===== src/rtl/rover_mission_sequencer.sv =====
// rtl/rover_mission_sequencer.sv - one orientation pass: locate, calculate, transmit, settle, re-locate, await orientation
module rover_mission_sequencer #(
   parameter logic [26:0] LOC_TIMEOUT   = 27'd67_500_000,
   parameter logic [26:0] SETTLE_CYCLES = 27'd40_500_000,
   parameter logic [26:0] CMD_WAIT      = 27'd3,
   parameter logic [1:0]  MAX_RETRIES   = 2'd2
) (
   input  logic        clock,
   input  logic        reset,
   input  logic        start,
   input  logic [3:0]  target_location,
   input  logic        location_valid,
   input  logic [11:0] rover_location,
   input  logic [11:0] calc_move_command,
   input  logic        calc_orient_done,
   input  logic        tx_ready,
   output logic        loc_request,
   output logic        calc_enable,
   output logic [11:0] calc_location,
   output logic [3:0]  calc_target,
   output logic        ir_send,
   output logic [11:0] ir_command,
   output logic        busy,
   output logic        done,
   output logic        error,
   output logic [3:0]  state
);

   typedef enum logic [3:0] {
      S_IDLE        = 4'h0,
      S_REQ_LOC1    = 4'h1,
      S_FEED1       = 4'h2,
      S_WAIT_CMD    = 4'h3,
      S_SEND        = 4'h4,
      S_SETTLE      = 4'h5,
      S_REQ_LOC2    = 4'h6,
      S_FEED2       = 4'h7,
      S_WAIT_ORIENT = 4'h8,
      S_DONE        = 4'h9,
      S_ERROR       = 4'hF
   } state_t;

   localparam logic [26:0] TIMER_MAX = '1;

   state_t      cur;
   logic [26:0] timer;
   logic [1:0]  retries;

   assign state       = cur;
   assign calc_target = target_location;
   assign busy        = (cur != S_IDLE) && (cur != S_DONE) && (cur != S_ERROR);
   assign error       = (cur == S_ERROR);

   always_ff @(posedge clock) begin
      if (reset) begin
         cur           <= S_IDLE;
         timer         <= '0;
         retries       <= '0;
         loc_request   <= 1'b0;
         calc_enable   <= 1'b0;
         ir_send       <= 1'b0;
         done          <= 1'b0;
         calc_location <= '0;
         ir_command    <= '0;
      end else begin
         loc_request <= 1'b0;
         calc_enable <= 1'b0;
         ir_send     <= 1'b0;
         done        <= 1'b0;
         timer       <= (timer == TIMER_MAX) ? timer : timer + 27'd1;

         case (cur)
            S_IDLE, S_ERROR: begin
               if (start) begin
                  cur         <= S_REQ_LOC1;
                  retries     <= '0;
                  loc_request <= 1'b1;
                  timer       <= '0;
               end
            end
            // loc_request is high only on the entry cycle, so it doubles as the entry marker
            S_REQ_LOC1, S_REQ_LOC2: begin
               if (!loc_request) begin
                  if (location_valid) begin
                     calc_location <= rover_location;
                     calc_enable   <= 1'b1;
                     cur           <= (cur == S_REQ_LOC1) ? S_FEED1 : S_FEED2;
                  end else if (timer == LOC_TIMEOUT - 27'd1) begin
                     if (retries == MAX_RETRIES) begin
                        cur <= S_ERROR;
                     end else begin
                        retries     <= retries + 2'd1;
                        loc_request <= 1'b1;
                        timer       <= '0;
                     end
                  end
               end
            end
            S_FEED1: begin
               timer <= '0;
               cur   <= S_WAIT_CMD;
            end
            S_FEED2: begin
               timer <= '0;
               cur   <= S_WAIT_ORIENT;
            end
            S_WAIT_CMD: begin
               if (timer == CMD_WAIT - 27'd1) begin
                  ir_command <= calc_move_command;
                  cur        <= S_SEND;
               end
            end
            S_SEND: begin
               if (tx_ready) begin
                  ir_send <= 1'b1;
                  timer   <= '0;
                  cur     <= S_SETTLE;
               end
            end
            S_SETTLE: begin
               if (timer == SETTLE_CYCLES - 27'd1) begin
                  cur         <= S_REQ_LOC2;
                  retries     <= '0;
                  loc_request <= 1'b1;
                  timer       <= '0;
               end
            end
            S_WAIT_ORIENT: begin
               if (calc_orient_done) begin
                  done <= 1'b1;
                  cur  <= S_DONE;
               end else if (timer == LOC_TIMEOUT - 27'd1) begin
                  cur <= S_ERROR;
               end
            end
            S_DONE: begin
               cur <= S_IDLE;
            end
            default: begin
               cur <= S_IDLE;
            end
         endcase
      end
   end

endmodule

===== config.mk =====
export PLATFORM = sky130hd
export DESIGN_NAME = rover_mission_sequencer
export DESIGN_NICKNAME = d
export VERILOG_FILES = /design/src/rtl/rover_mission_sequencer.sv
export SDC_FILE = /design/constraint.sdc
export NUM_CORES = 1
export LEC_CHECK = 0
export CAP_MARGIN = 20
export CORE_UTILIZATION = 50
export CTS_CLUSTER_DIAMETER = 40
export DETAILED_ROUTE_END_ITERATION = 10
export PLACE_DENSITY = 0.8
export SYNTH_ARGS = -nofsm -noshare
export SYNTH_HDL_FRONTEND = slang
export SYNTH_SLANG_ARGS = --single-unit

===== constraint.sdc =====
create_clock -name clock -period 3.2 [get_ports clock]
set_clock_uncertainty 0.2 [all_clocks]
set_input_delay 0.64 -clock clock [delete_from_list [all_inputs] [get_ports clock]]
set_output_delay 0.64 -clock clock [all_outputs]
set_load 0.05 [all_outputs]

==> results of run 1 <==
[where the power goes]
part	total [mW]	switching [mW]	internal, mW
combinational	0.974	0.596	0.379
sequential	0.890	0.0690	0.821
clock	0.606	0.324	0.282
total	2.47	0.988	1.48
[layer usage]
layer	wire, um	up-vias
li1	-	1342
met1	3210	1259
met2	3090	54
met3	312	6
met4	77	0
met5	0	-
[kinds of logic after synthesis]
| kind of cell | count (synthesis) |
|---|---|
| xor gates and xnor gates | 22 |
| muxes | 26 |
| AOI/OAI and AO/OA | 39 |
| adders and majority gates | 3 |
| and+or+nand+nor | 156 |
| buffers and inverters | 33 |
| DFF | 61 |
[state kept, by name, indices dropped and copies added, names as in the netlist]
signal	cells
calc_location	12
done	1
timer	27
loc_request	1
calc_enable	1
ir_command	12
ir_send	1
retries	2
state	4
[layout by cell type (no fill, tap or decap), drive strengths merged, types with 4 or more instances in the layout]
| cell type | count |
|---|---|
| clkdlybuf4s50 | 63 |
| dfxtp | 61 |
| nor2 | 59 |
| mux2i | 25 |
| nand2 | 20 |
| xor2 | 19 |
| nand3 | 17 |
| nand4 | 15 |
| inv | 11 |
| buf | 11 |
| clkbuf | 9 |
| a21oi | 8 |
| nor3 | 8 |
| nor4 | 8 |
| o21ai | 6 |
| and3 | 6 |
| and4 | 6 |
| o31ai | 4 |
| clkinv | 4 |
[how the worst max path moves through the flow]
stage	end	slack [ps]	startpoint	cells past startpoint
2_1_floorplan	timer[26]	250	location_valid	7
3_3_place_gp	timer[11]	380	location_valid	7
6_report	busy	170	state[3]	3
3_5_place_dp	state[0]	300	start	6
5_1_grt	busy	110	state[3]	3
4_1_cts	busy	160	state[3]	3
[critical path, stage by stage (launching register included)]
cell and delay [ps]:
dfxtp_1 440, or2_2 390, o32a_1 300, clkdlybuf4s50_1 700
[layout make-up]
cell class | count | area [um2] | area share, %
Tap cell | 72 | 90.1 | 2.34
Multi-Input combinational cell | 246 | 1610 | 41.6
Sequential cell | 61 | 1220 | 31.7
Inverter | 10 | 37.5 | 0.974
Clock buffer | 9 | 124 | 3.21
Timing Repair Buffer | 74 | 726 | 18.8
Clock inverter | 7 | 51.3 | 1.33
[per-stage QoR]
step	instances	hold slack, ps	power [mW]	utilization (%)
after floorplan	340	232	1.62	-
after global placement	463	241	1.86	65.2
after detailed placement	463	245	1.88	65.2
after CTS	479	255	2.48	68.3
after global routing	479	288	2.61	68.3
final	479	252	2.47	68.3
==> flow_summary_export.csv, run 1 <==
group,metric,value,unit
detailed_routing,detail-route-antenna-nets,0,
clock_network,path_clk_slew,70,ps
detailed_routing,drc_errors,0,
grt,top_usage_layer,"met2",
power,ir_drop,0.618,mV
critical_path,path_max_fanout,14,
synthesis,syn_inst,340,
clock_network,cts_tree,"done",
synthesis,synth_top_family_by_area,"simple AND/OR/NAND/NOR gates",
grt,grt_use_total,22.8,%
cells_and_area,drive_gt1_share,11.5,%
timing,setup-violations-final,0,
timing,min_period,3030,ps
clock_network,cts_sinks,61,
synthesis,synth_ff_type,"dfxtp_1",
grt,grt_pass1_vias,2394,
grt,grt_max_degree,28,
critical_path,critical_path_class,"reg -> out",
die,core-area,5640,um2
cells_and_area,num_antenna_cells,0,
synthesis,synthSimpleGateAreaFrac,27.0,%
grt,grt_antenna_before_repair,0,
timing,slew_viol_final,0,
place,dpl.hpwl,4720,um
detailed_routing,via_per_inst,5.56,
min_path,hold_end,"retries[0]",
synthesis,synth-xor-area-share,6.39,%
critical_path,r2r_end,"state[0]",
grt,met1_usage,30.4,%
synthesis,netlist-cell-type-count,57,
grt,global_route.usage.met2,34.7,%
clock_network,insertion_delay,340,ps
min_path,min-delay-start,"retries[0]",
die,dieWidth,79.6,um
critical_path,r2r_slack,430,ps
clock_network,post_cts_resized,0,
synthesis,synth_commonest_cells,"61 x dfxtp_1, 58 x nor2_1, 25 x mux2i_1",
power,p_per_area,641,nW/um2
timing,hold_violations,0,
outcome,status,"complete, no violations",
timing,tightest_slew,904,ps
grt,grt.overflow.total,0,
synthesis,synth_seq_cells,61,
synthesis,yosys.area.top_type_share,40.5,%
die,io_pins,72,
synthesis,yosysSeqAreaShare,40.5,%
grt,grt_pass1_wl,11200,um
detailed_routing,drt_iter0_drc,150,
cells_and_area,syn_to_final_growth,27.9,%
critical_path,critPathLaunchType,"register",
clock_network,cts_setup_buffers,0,
synthesis,synth_edf_count,0,
synthesis,yosysMostFrequentCell,"dfxtp_1",
detailed_routing,vias,2661,
critical_path,cp-end-kind,"output port",
timing,period_share,94.6,%
critical_path,r2r-start,"timer[0]",
power,leakagePower,1.47,nW
synthesis,ys.warnings.count,0,
clock_network,clock_tree.buffer_depth,2,
die,num_rows,27,
timing,finalSetupTns,0,ps
clock_network,htree_levels,3,
place,gp_congestion,0.860,
clock_network,ctsHoldBuffers,0,
place,dpl_cell_area,3680,um2
min_path,hp-class,"reg -> reg",
place,port_buffers,63,
detailed_routing,firstDrtPassIters,4,
cells_and_area,fillers,440,
synthesis,synth_compound_area_share,9.76,%
timing,timing.fmax,330,MHz
detailed_routing,finalWirelength,6690,um
critical_path,critical_path_required,2360,ps
synthesis,synthTopCellsByArea,"dfxtp_1 41%, mux2i_1 8.3%, nor2_1 7.2%, xor2_1 5.5%, nand4_1 3.1%",
clock_network,numCtsBuffers,9,
die,die_height,79.6,um
synthesis,synth_fa_ha_area_share,1.25,%
critical_path,arrival,2190,ps
die,dieArea,6340,um2
detailed_routing,wire_per_inst,14.0,um
cells_and_area,design_area,3850,um2
synthesis,synth.area.mux_share,8.68,%
timing,relSlewSlack,39.7,%
min_path,holdPathStages,2,
die,start_util,53.4,%
synthesis,postSynthAreaPerCell,8.87,um2
grt,met3_usage,6.40,%
synthesis,synthesis.nets,377,
critical_path,worst-r2r-cell-count,7,
clock_network,root_buffer,"clkbuf_8",
place,post-place-ws,302,ps
synthesis,synth_area,3010,um2
timing,rsz0062_at_grt,"false",
synthesis,synth_largest_area_cell,"dfxtp_1",
timing,fin_ws,173,ps
synthesis,asyncSetResetFlopFracSynth,0,%
cells_and_area,final_nets,439,
flow_run,drv_cap,0,
Note: power is estimated with default switching activity, not from simulation.
==> run 2, diff against run 1 <==
CORE_UTILIZATION = 45   (was 50)
PLACE_DENSITY = 0.76   (was 0.8)
clock period = 2.7 ns   (was 3.2 ns; I/O delays follow)
==> run 2 against run 1 <==
The flow now finishes with violations (design-rule violations); critical path depth grew 5; die area increased by 11%; worst setup slack got worse by 170 ps; hold slack better by 4.4 ps; wire length increased by 7.1%; critical endpoint is now timer[1]; highest routed layer unchanged.
==> flow_summary_export.csv, run 2 (synthesized netlist as in run 1, its figures left out) <==
group,metric,value,unit
outcome,status,"finished with violations",
outcome,violations,"design-rule violations",
cells_and_area,syn_to_final_growth,34.2,%
detailed_routing,detail-route-antenna-nets,0,
clock_network,ctsHoldBuffers,0,
clock_network,cts_sinks,61,
place,dpl_cell_area,3770,um2
clock_network,insertion_delay,340,ps
place,dpl.hpwl,4870,um
min_path,hp-class,"reg -> reg",
critical_path,arrival,2720,ps
grt,grt_pass1_vias,2572,
detailed_routing,drt_iter0_drc,215,
cells_and_area,largest_reg_flops,27,
grt,grt_pass1_wl,12000,um
die,dieArea,7030,um2
place,port_buffers,63,
die,dieWidth,83.8,um
critical_path,path_max_fanout,7,
detailed_routing,finalWirelength,7160,um
power,ir_drop,0.372,mV
power,p_per_area,784,nW/um2
die,io_pins,72,
die,num_rows,29,
grt,grt_max_degree,36,
detailed_routing,vias,2705,
timing,timing.fmax,371,MHz
cells_and_area,drive_gt1_share,16.4,%
timing,hold_violations,0,
critical_path,critical_path_required,2720,ps
cells_and_area,regMostFlops,"timer",
place,gp_congestion,0.842,
cells_and_area,final_common_cell,"clkdlybuf4s50_1",
timing,setup-violations-final,0,
die,start_util,46.9,%
timing,relSlewSlack,59.8,%
timing,slew_viol_final,0,
grt,grt_use_total,21.1,%
timing,period_share,99.8,%
detailed_routing,drc_errors,8,
timing,fin_ws,4.27,ps
critical_path,cp-end-kind,"register",
place,post-place-ws,-11.2,ps
clock_network,cts_tree,"done",
cells_and_area,utilization,63.0,%
cells_and_area,num_antenna_cells,0,
power,leakagePower,1.58,nW
cells_and_area,final_nets,453,
critical_path,critPathLaunchType,"register",
die,core-area,6420,um2
clock_network,htree_levels,3,
timing,rsz0062_at_grt,"true",
power,power,3.17,mW
detailed_routing,via_per_inst,5.43,
flow_run,drv_cap,0,
clock_network,numCtsBuffers,9,
grt,grt.overflow.total,0,
clock_network,clock_tree.buffer_depth,2,
timing,min_period,2700,ps
cells_and_area,top_regs,"timer: 27 flops, calc_location: 12 flops, ir_command: 12 flops",
cells_and_area,final_cell_mix,"61 x clkdlybuf4s50_1, 58 x dfxtp_1, 57 x nor2_1",
cells_and_area,design_area,4050,um2
detailed_routing,wire_per_inst,14.4,um
timing,tightest_slew,601,ps
die,die_height,83.8,um
detailed_routing,firstDrtPassIters,7,
clock_network,path_clk_slew,70,ps
grt,grt_antenna_before_repair,0,
timing,hold_ws,257,ps
critical_path,critical_path_class,"reg -> reg",
clock_network,root_buffer,"clkbuf_8",
-- run 2: cell count changes in the layout (fill, tap and decap cells not counted), sizes merged --
cell	delta
clkinvlp	-2
clkdlybuf4s50	-2
bufinv	+1
clkbuf	+1
buf	+15
clkinv	+1
-- run 2: layout make-up --
type | instances | area, um2
inverters | 10 | 37.5
well taps | 77 | 96.3
flip-flops and latches | 61 | 1220
clock inverters | 7 | 75.1
multi-input cells | 246 | 1620
clock buffers | 9 | 124
repair buffers | 88 | 867
fillers | 537 | 2380
-- run 2: timing repair --
item / 4_1_cts / 5_1_grt
buffers inserted: 1 / 1
gates resized for setup: 2 / 2
pin swaps: 2 / 2
endpoints found under the setup margin: 27 / 27
cloned: 1 / 1
-- run 2: worst max-delay path, cell delays in order (launching register included) --
cell       delay (ps)
dfxtp_2           340
or4_4             530
or4b_4            530
nor4_4            320
o21ai_2           110
o31ai_4           180
buf_6             170
clkbuf_16         150
a211oi_1           40
-- run 2: power by group --
part | switching (mW) | leakage (nW) | internal, mW
Sequential | 0.0489 | 0.495 | 0.974
Combinational | 0.774 | 0.984 | 0.562
Clock | 0.385 | 0.104 | 0.430
Total | 1.21 | 1.58 | 1.97
-- run 2: final timing paths --
path | slack (ps) | depth (start not counted) | to | start
worst min-delay path | 260 | 2 | retries[0] | retries[0]
worst min register to register | 260 | 2 | retries[0] | retries[0]
worst max-delay path | 4 | 8 | timer[1] | timer[22]
worst max register to register | 4 | 8 | timer[1] | timer[22]
-- run 2: per-layer routing --
| layer | up-vias | wire length (um) | GRT usage [%] |
|---|---|---|---|
| met5 | - | 0 | 0 |
| met1 | 1286 | 3290 | 27.3 |
| met4 | 0 | 120 | 9.56 |
| met3 | 10 | 216 | 3.56 |
| met2 | 45 | 3540 | 34.5 |
| li1 | 1364 | - | - |
-- run 2: stage by stage --
step | setup TNS (ps) | cells
CTS | 0 | 496
floorplan | -16.0 | 340
detailed placement | -14.7 | 478
finish | 0 | 498
global route | -816 | 498
global placement | 0 | 478
